$ cat src/rtl/pipe_ctrl_pkg.sv
// Shared types and constants for the pipeline hazard controller.
package pipe_ctrl_pkg;

  typedef enum logic [1:0] {
    RUN      = 2'd0,
    LU_STALL = 2'd1,
    MEM_WAIT = 2'd2
  } state_e;

  localparam logic [4:0]  REG_ZERO   = 5'd0;
  localparam int unsigned LD_LAT_MAX = 3;
  localparam int unsigned BUB_W      = $clog2(LD_LAT_MAX + 1);

  function automatic logic src_match(input logic used, input logic [4:0] rs,
                                     input logic [4:0] rd);
    return used && (rs == rd);
  endfunction

endpackage

$ cat src/rtl/pipe_sat_cnt.sv
// Saturating event counter: counts cycles with i_en high, holds at all-ones.
module pipe_sat_cnt #(
  parameter int unsigned CNT_W = 32
) (
  input  logic             i_clk,
  input  logic             i_reset,
  input  logic             i_en,
  output logic [CNT_W-1:0] o_cnt
);

  always_ff @(posedge i_clk) begin
    if (i_reset)
      o_cnt <= '0;
    else if (i_en && (o_cnt != '1))
      o_cnt <= o_cnt + 1'b1;
  end

endmodule

$ cat src/rtl/pipe_hazard_ctrl.sv
// Pipeline hazard controller: load-use bubbles, redirect flushes, memory freeze.
// Optional perf counters enabled by defining PIPE_HAZARD_CTRL_PERF_EN.
module pipe_hazard_ctrl
  import pipe_ctrl_pkg::*;
#(
  parameter int unsigned LD_LAT = 1,
  parameter int unsigned CNT_W  = 32
) (
  input  logic             i_clk,
  input  logic             i_reset,
  input  logic [4:0]       i_id_rs1_addr,
  input  logic [4:0]       i_id_rs2_addr,
  input  logic             i_id_rs1_used,
  input  logic             i_id_rs2_used,
  input  logic [4:0]       i_ex_rd_addr,
  input  logic             i_ex_rd_wren,
  input  logic             i_ex_is_load,
  input  logic             i_ex_insn_vld,
  input  logic             i_ex_redirect,
  input  logic             i_mem_req,
  input  logic             i_mem_ack,
  output logic             o_pc_stall,
  output logic             o_if_id_stall,
  output logic             o_if_id_flush,
  output logic             o_id_ex_stall,
  output logic             o_id_ex_flush,
  output logic             o_ex_mem_stall,
  output logic             o_mem_wb_flush,
  output logic [1:0]       o_state
`ifdef PIPE_HAZARD_CTRL_PERF_EN
  ,
  output logic [CNT_W-1:0] o_stall_cnt,
  output logic [CNT_W-1:0] o_flush_cnt
`endif
);

  localparam logic [BUB_W-1:0] BUB_INIT = BUB_W'(LD_LAT - 1);

  state_e           state_q, state_d;
  state_e           ret_q, ret_d;
  logic [BUB_W-1:0] bub_q, bub_d;
  logic             hazard, in_wait, in_lu, freeze;

  always_comb begin
    hazard  = i_ex_insn_vld && i_ex_is_load && i_ex_rd_wren &&
              (i_ex_rd_addr != REG_ZERO) &&
              (src_match(i_id_rs1_used, i_id_rs1_addr, i_ex_rd_addr) ||
               src_match(i_id_rs2_used, i_id_rs2_addr, i_ex_rd_addr));
    in_wait = (state_q == MEM_WAIT);
    in_lu   = (state_q == LU_STALL);
    freeze  = in_wait || (i_mem_req && !i_mem_ack);
  end

  // Outputs: freeze > redirect > bubble; everything forced low during reset.
  always_comb begin
    o_pc_stall     = 1'b0;
    o_if_id_stall  = 1'b0;
    o_if_id_flush  = 1'b0;
    o_id_ex_stall  = 1'b0;
    o_id_ex_flush  = 1'b0;
    o_ex_mem_stall = 1'b0;
    o_mem_wb_flush = 1'b0;
    o_state        = i_reset ? RUN : state_q;
    if (!i_reset) begin
      if (freeze) begin
        o_pc_stall     = 1'b1;
        o_if_id_stall  = 1'b1;
        o_id_ex_stall  = 1'b1;
        o_ex_mem_stall = 1'b1;
        o_mem_wb_flush = 1'b1;
      end else if (i_ex_redirect) begin
        o_if_id_flush  = 1'b1;
        o_id_ex_flush  = 1'b1;
      end else if (in_lu || hazard) begin
        o_pc_stall     = 1'b1;
        o_if_id_stall  = 1'b1;
        o_id_ex_flush  = 1'b1;
      end
    end
  end

  // Bubble count survives a freeze untouched, so total bubbles stay LD_LAT.
  always_comb begin
    state_d = state_q;
    ret_d   = ret_q;
    bub_d   = bub_q;
    if (in_wait) begin
      if (i_mem_ack)
        state_d = ret_q;
    end else if (freeze) begin
      state_d = MEM_WAIT;
      ret_d   = in_lu ? LU_STALL : RUN;
    end else if (i_ex_redirect) begin
      state_d = RUN;
      bub_d   = '0;
    end else if (in_lu) begin
      if (bub_q <= BUB_W'(1)) begin
        state_d = RUN;
        bub_d   = '0;
      end else begin
        bub_d   = bub_q - 1'b1;
      end
    end else begin
      state_d = RUN;
      if (hazard && (LD_LAT > 1)) begin
        state_d = LU_STALL;
        bub_d   = BUB_INIT;
      end
    end
  end

  always_ff @(posedge i_clk) begin
    if (i_reset) begin
      state_q <= RUN;
      ret_q   <= RUN;
      bub_q   <= '0;
    end else begin
      state_q <= state_d;
      ret_q   <= ret_d;
      bub_q   <= bub_d;
    end
  end

`ifdef PIPE_HAZARD_CTRL_PERF_EN
  logic [CNT_W-1:0] stall_cnt, flush_cnt;

  pipe_sat_cnt #(.CNT_W(CNT_W)) u_stall_cnt (
    .i_clk   (i_clk),
    .i_reset (i_reset),
    .i_en    (o_pc_stall),
    .o_cnt   (stall_cnt)
  );

  pipe_sat_cnt #(.CNT_W(CNT_W)) u_flush_cnt (
    .i_clk   (i_clk),
    .i_reset (i_reset),
    .i_en    (o_id_ex_flush || o_if_id_flush),
    .o_cnt   (flush_cnt)
  );

  always_comb begin
    o_stall_cnt = i_reset ? '0 : stall_cnt;
    o_flush_cnt = i_reset ? '0 : flush_cnt;
  end
`endif

endmodule

$ cat config.mk
export PLATFORM = sky130hd
export DESIGN_NAME = pipe_hazard_ctrl
export DESIGN_NICKNAME = d
export VERILOG_FILES = /design/src/rtl/pipe_ctrl_pkg.sv /design/src/rtl/pipe_sat_cnt.sv /design/src/rtl/pipe_hazard_ctrl.sv
export SDC_FILE = /design/constraint.sdc
export NUM_CORES = 1
export LEC_CHECK = 0
export ABC_CLOCK_PERIOD_IN_PS = 4100
export BUFFER_PORTS_ARGS = -buffer_cell sky130_fd_sc_hd__buf_2
export CORE_AREA = 2 2 39 41
export CTS_BUF_LIST = sky130_fd_sc_hd__clkbuf_8
export DETAILED_ROUTE_END_ITERATION = 8
export DIE_AREA = 0 0 41 43
export HOLD_SLACK_MARGIN = 0.1
export PLACE_DENSITY = 0.82
export SKIP_LAST_GASP = 1
export SLEW_MARGIN = 5
export SYNTH_ARGS = -nofsm -noshare
export SYNTH_HDL_FRONTEND = slang
export SYNTH_SLANG_ARGS = --single-unit
$ cat constraint.sdc
create_clock -name i_clk -period 4.1 [get_ports i_clk]
set_input_delay 0.615 -clock i_clk [delete_from_list [all_inputs] [get_ports i_clk]]
set_output_delay 0.615 -clock i_clk [all_outputs]
set_load 0.02 [all_outputs]
==> metrics.txt <==
synthesized flop and latch total 5; Yosys warnings 0; Initial Util about a third; hold path depth 2; Worst Setup SP i_ex_rd_addr[3]; HP Class flip-flop to flip-flop; area leader, netlist dfxtp_1; RR Startpoint state_q[1]; Synth-to-Final Area Change 43.2%; vias in the first global route 502; via density per instance roughly 4.8; maximum vdd drop 0.166 mV; area of the multi-input gates 338 sq um; finished layout cell area approximately 680 sq um; clk_skew between 0.003 and 0.004 ns; Final setup viols 0; Die Span Y about 43 um; Synth area leaders dfxtp_1 (21%), xor2_1 (15%), nor2b_1 (8.0%), buf_4 (4.8%), a21oi_1 (4.2%); Reg area approximately 100 sq um; Slew Limit Headroom a little under three quarters; Final nets ~120; Startpoint Class input port; CTS H-tree depth 1; Residual DRC 0; num ports 34; reg-to-reg slack, setup roughly 2.8 ns; Post-CTS Hold Fix Bufs 0; distinct cell type count after synthesis 26; Worst R2R End state_q[0]; average size of a mapped cell about 7.6 sq um; Max-Cap Viols 0; post-CTS sizing 0; Layout Cells excl Fill approximately 110; clock latency on the worst-skew pair about 0.23 ns; Max clock buf depth 2; initial antenna violation count 0; final antenna-violating net count 0; Final min period 2.47 ns; routability cong. 0.740; CTS root buffer clkbuf_8; Post-Syn Instances between 60 and 70; first-pass GRT wire length 1930 um; critical path arrival about 1.9 ns; fraction of layout cells with a size suffix above 1 between 40 and 50%; Slew @ Worst Pin 0.410 ns; WL final roughly 1200 um; Mapped Nets 87; crit-path max FO 3; Fillers 140; drt pass-1 iters 4; port buffer count 33; Row Count 14; CTS tree done; placed cell area 631 sq um; final count of hold timing violations 0; placed cell count 107; period utilisation layout around 60%; Seq/Total Area, Yosys 21.2%; Worst R2R Path Depth 3; pwr dens between 200 and 300 mW/mm^2; Fmax 405 MHz; worst hold start bub_q[1]; Setup CP Type input port to output pin; post-synth design cell area 472 sq um; Worst Hold End bub_q[1]; RSZ-0062 raised after global routing no; largest net degree at the start of global routing 11; fin util approximately 50%; required time worst endpoint around 3.5 ns; Leak Pwr roughly 0.33 nW; Wirelength per Cell ~11 um; Die ar. 0.00176 sq mm; vias post-DR between 500 and 600; TNS Setup 0 ns; CP endpoint kind output pin; Pins Over Slew Limit 0; share of the synthesized area in the top cell type between 20% and 30%; number of buffers added for setup after CTS 0; initial DRC count 6; status finished, final reports clean; Die W 41 um; post-DP HPWL around 990 um; clock slew at reported path FFs ~0.040 ns; GRT Util Overall around 16%; clock sinks 5; global route overflow 0; core box area roughly 0.0014 sq mm; CTS buffer count 3; # diodes 0
[report_power, final]
part	internal (mW)	total, mW	leakage (nW)	switching, mW
logic	0.0206	0.0456	0.258	0.0250
clock network	0.0644	0.0917	0.0269	0.0272
registers	0.0494	0.0500	0.0404	0.000596
total	0.134	0.187	0.325	0.0528
[worst max-delay path, stage by stage]
cell and delay (ns):
buf_2 0.12, xor2_1 0.16, nor4_2 0.27, a32oi_1 0.16, o41ai_2 0.31, buf_2 0.22
[synthesized netlist by cell type]
cell       instances
nor3b_1            1
inv_1              2
a32oi_1            1
a2111oi_0          1
or4_1              1
nand2_1            3
nor4_2             1
clkbuf_1           1
and2_1             1
nor3_1             4
nand2b_1           1
o21ai_2            1
nor2b_1            6
o31ai_1            1
nor2_1             5
and2_0             1
o41ai_2            1
buf_4              3
dfxtp_1            5
and3_1             2
xor2_1             8
xnor2_1            2
a21oi_1            4
o21ai_0            4
nor4_1             1
nand3b_1           1
[worst max path at each step]
stage / endpoint / depth (start not counted)
floorplan: o_pc_stall / 5
global placement: o_pc_stall / 6
detailed placement: o_pc_stall / 6
CTS: o_pc_stall / 6
global route: o_pc_stall / 6
finish: o_pc_stall / 6
[cell type report]
type	instances	share of cell area [%]
Clock buffer	3	6.11
Clock inverter	1	0.556
Inverter	2	1.11
Multi-Input combinational cell	51	50.0
Sequential cell	5	14.8
Tap cell	16	2.96
Timing Repair Buffer	33	24.4
[kinds of logic after synthesis]
logic type / Yosys count / share of synthesized area [%]
XOR/XNOR: 10 / 18.6
buffers and inverters: 6 / 7.16
AND/OR/NAND/NOR: 28 / 34.0
AO/OA/AOI/OAI: 13 / 19.1
flip-flops: 5 / 21.2
[routing by layer]
metal / GRT usage (%) / wire [um] / vias to the layer above / share of wire, %
met5: 0 / 0 / - / 0
met4: 6.00 / 16 / 0 / 1.3
met3: 1.57 / 85 / 2 / 7.0
met2: 30.3 / 679 / 22 / 56
met1: 16.2 / 430 / 228 / 36
li1: - / - / 280 / -
[state kept, by name (all words and copies together) (netlist names)]
name,cells
state_q,2
bub_q,2
ret_q,1
[cells in the final DEF, fill, tap and decap left out]
| master | n |
|---|---|
| or4_1 | 1 |
| and2_1 | 1 |
| and3_1 | 2 |
| a21oi_1 | 4 |
| a2111oi_0 | 1 |
| nand3b_1 | 1 |
| xor2_1 | 8 |
| nand2b_1 | 1 |
| nor3b_1 | 1 |
| nor2_1 | 5 |
| inv_1 | 3 |
| a32oi_1 | 1 |
| dfxtp_1 | 5 |
| o41ai_2 | 1 |
| o31ai_1 | 1 |
| and2_0 | 1 |
| nor4_1 | 1 |
| o21ai_0 | 4 |
| nor3_1 | 4 |
| buf_2 | 33 |
| nor2b_1 | 6 |
| xnor2_1 | 2 |
| nand2_1 | 3 |
| clkbuf_8 | 3 |
| o21ai_2 | 1 |
| nor4_2 | 1 |
[through the flow]
stage          power [mW]  setup WS [ns]  hold WS (ns)
3_3_place_gp       0.0954           1.65         0.418
5_1_grt             0.194           1.52         0.444
2_1_floorplan      0.0772           1.49         0.408
6_report            0.187           1.63         0.435
4_1_cts             0.187           1.61         0.438
3_5_place_dp       0.0965           1.61         0.435
(Power assumes the default switching activity.)
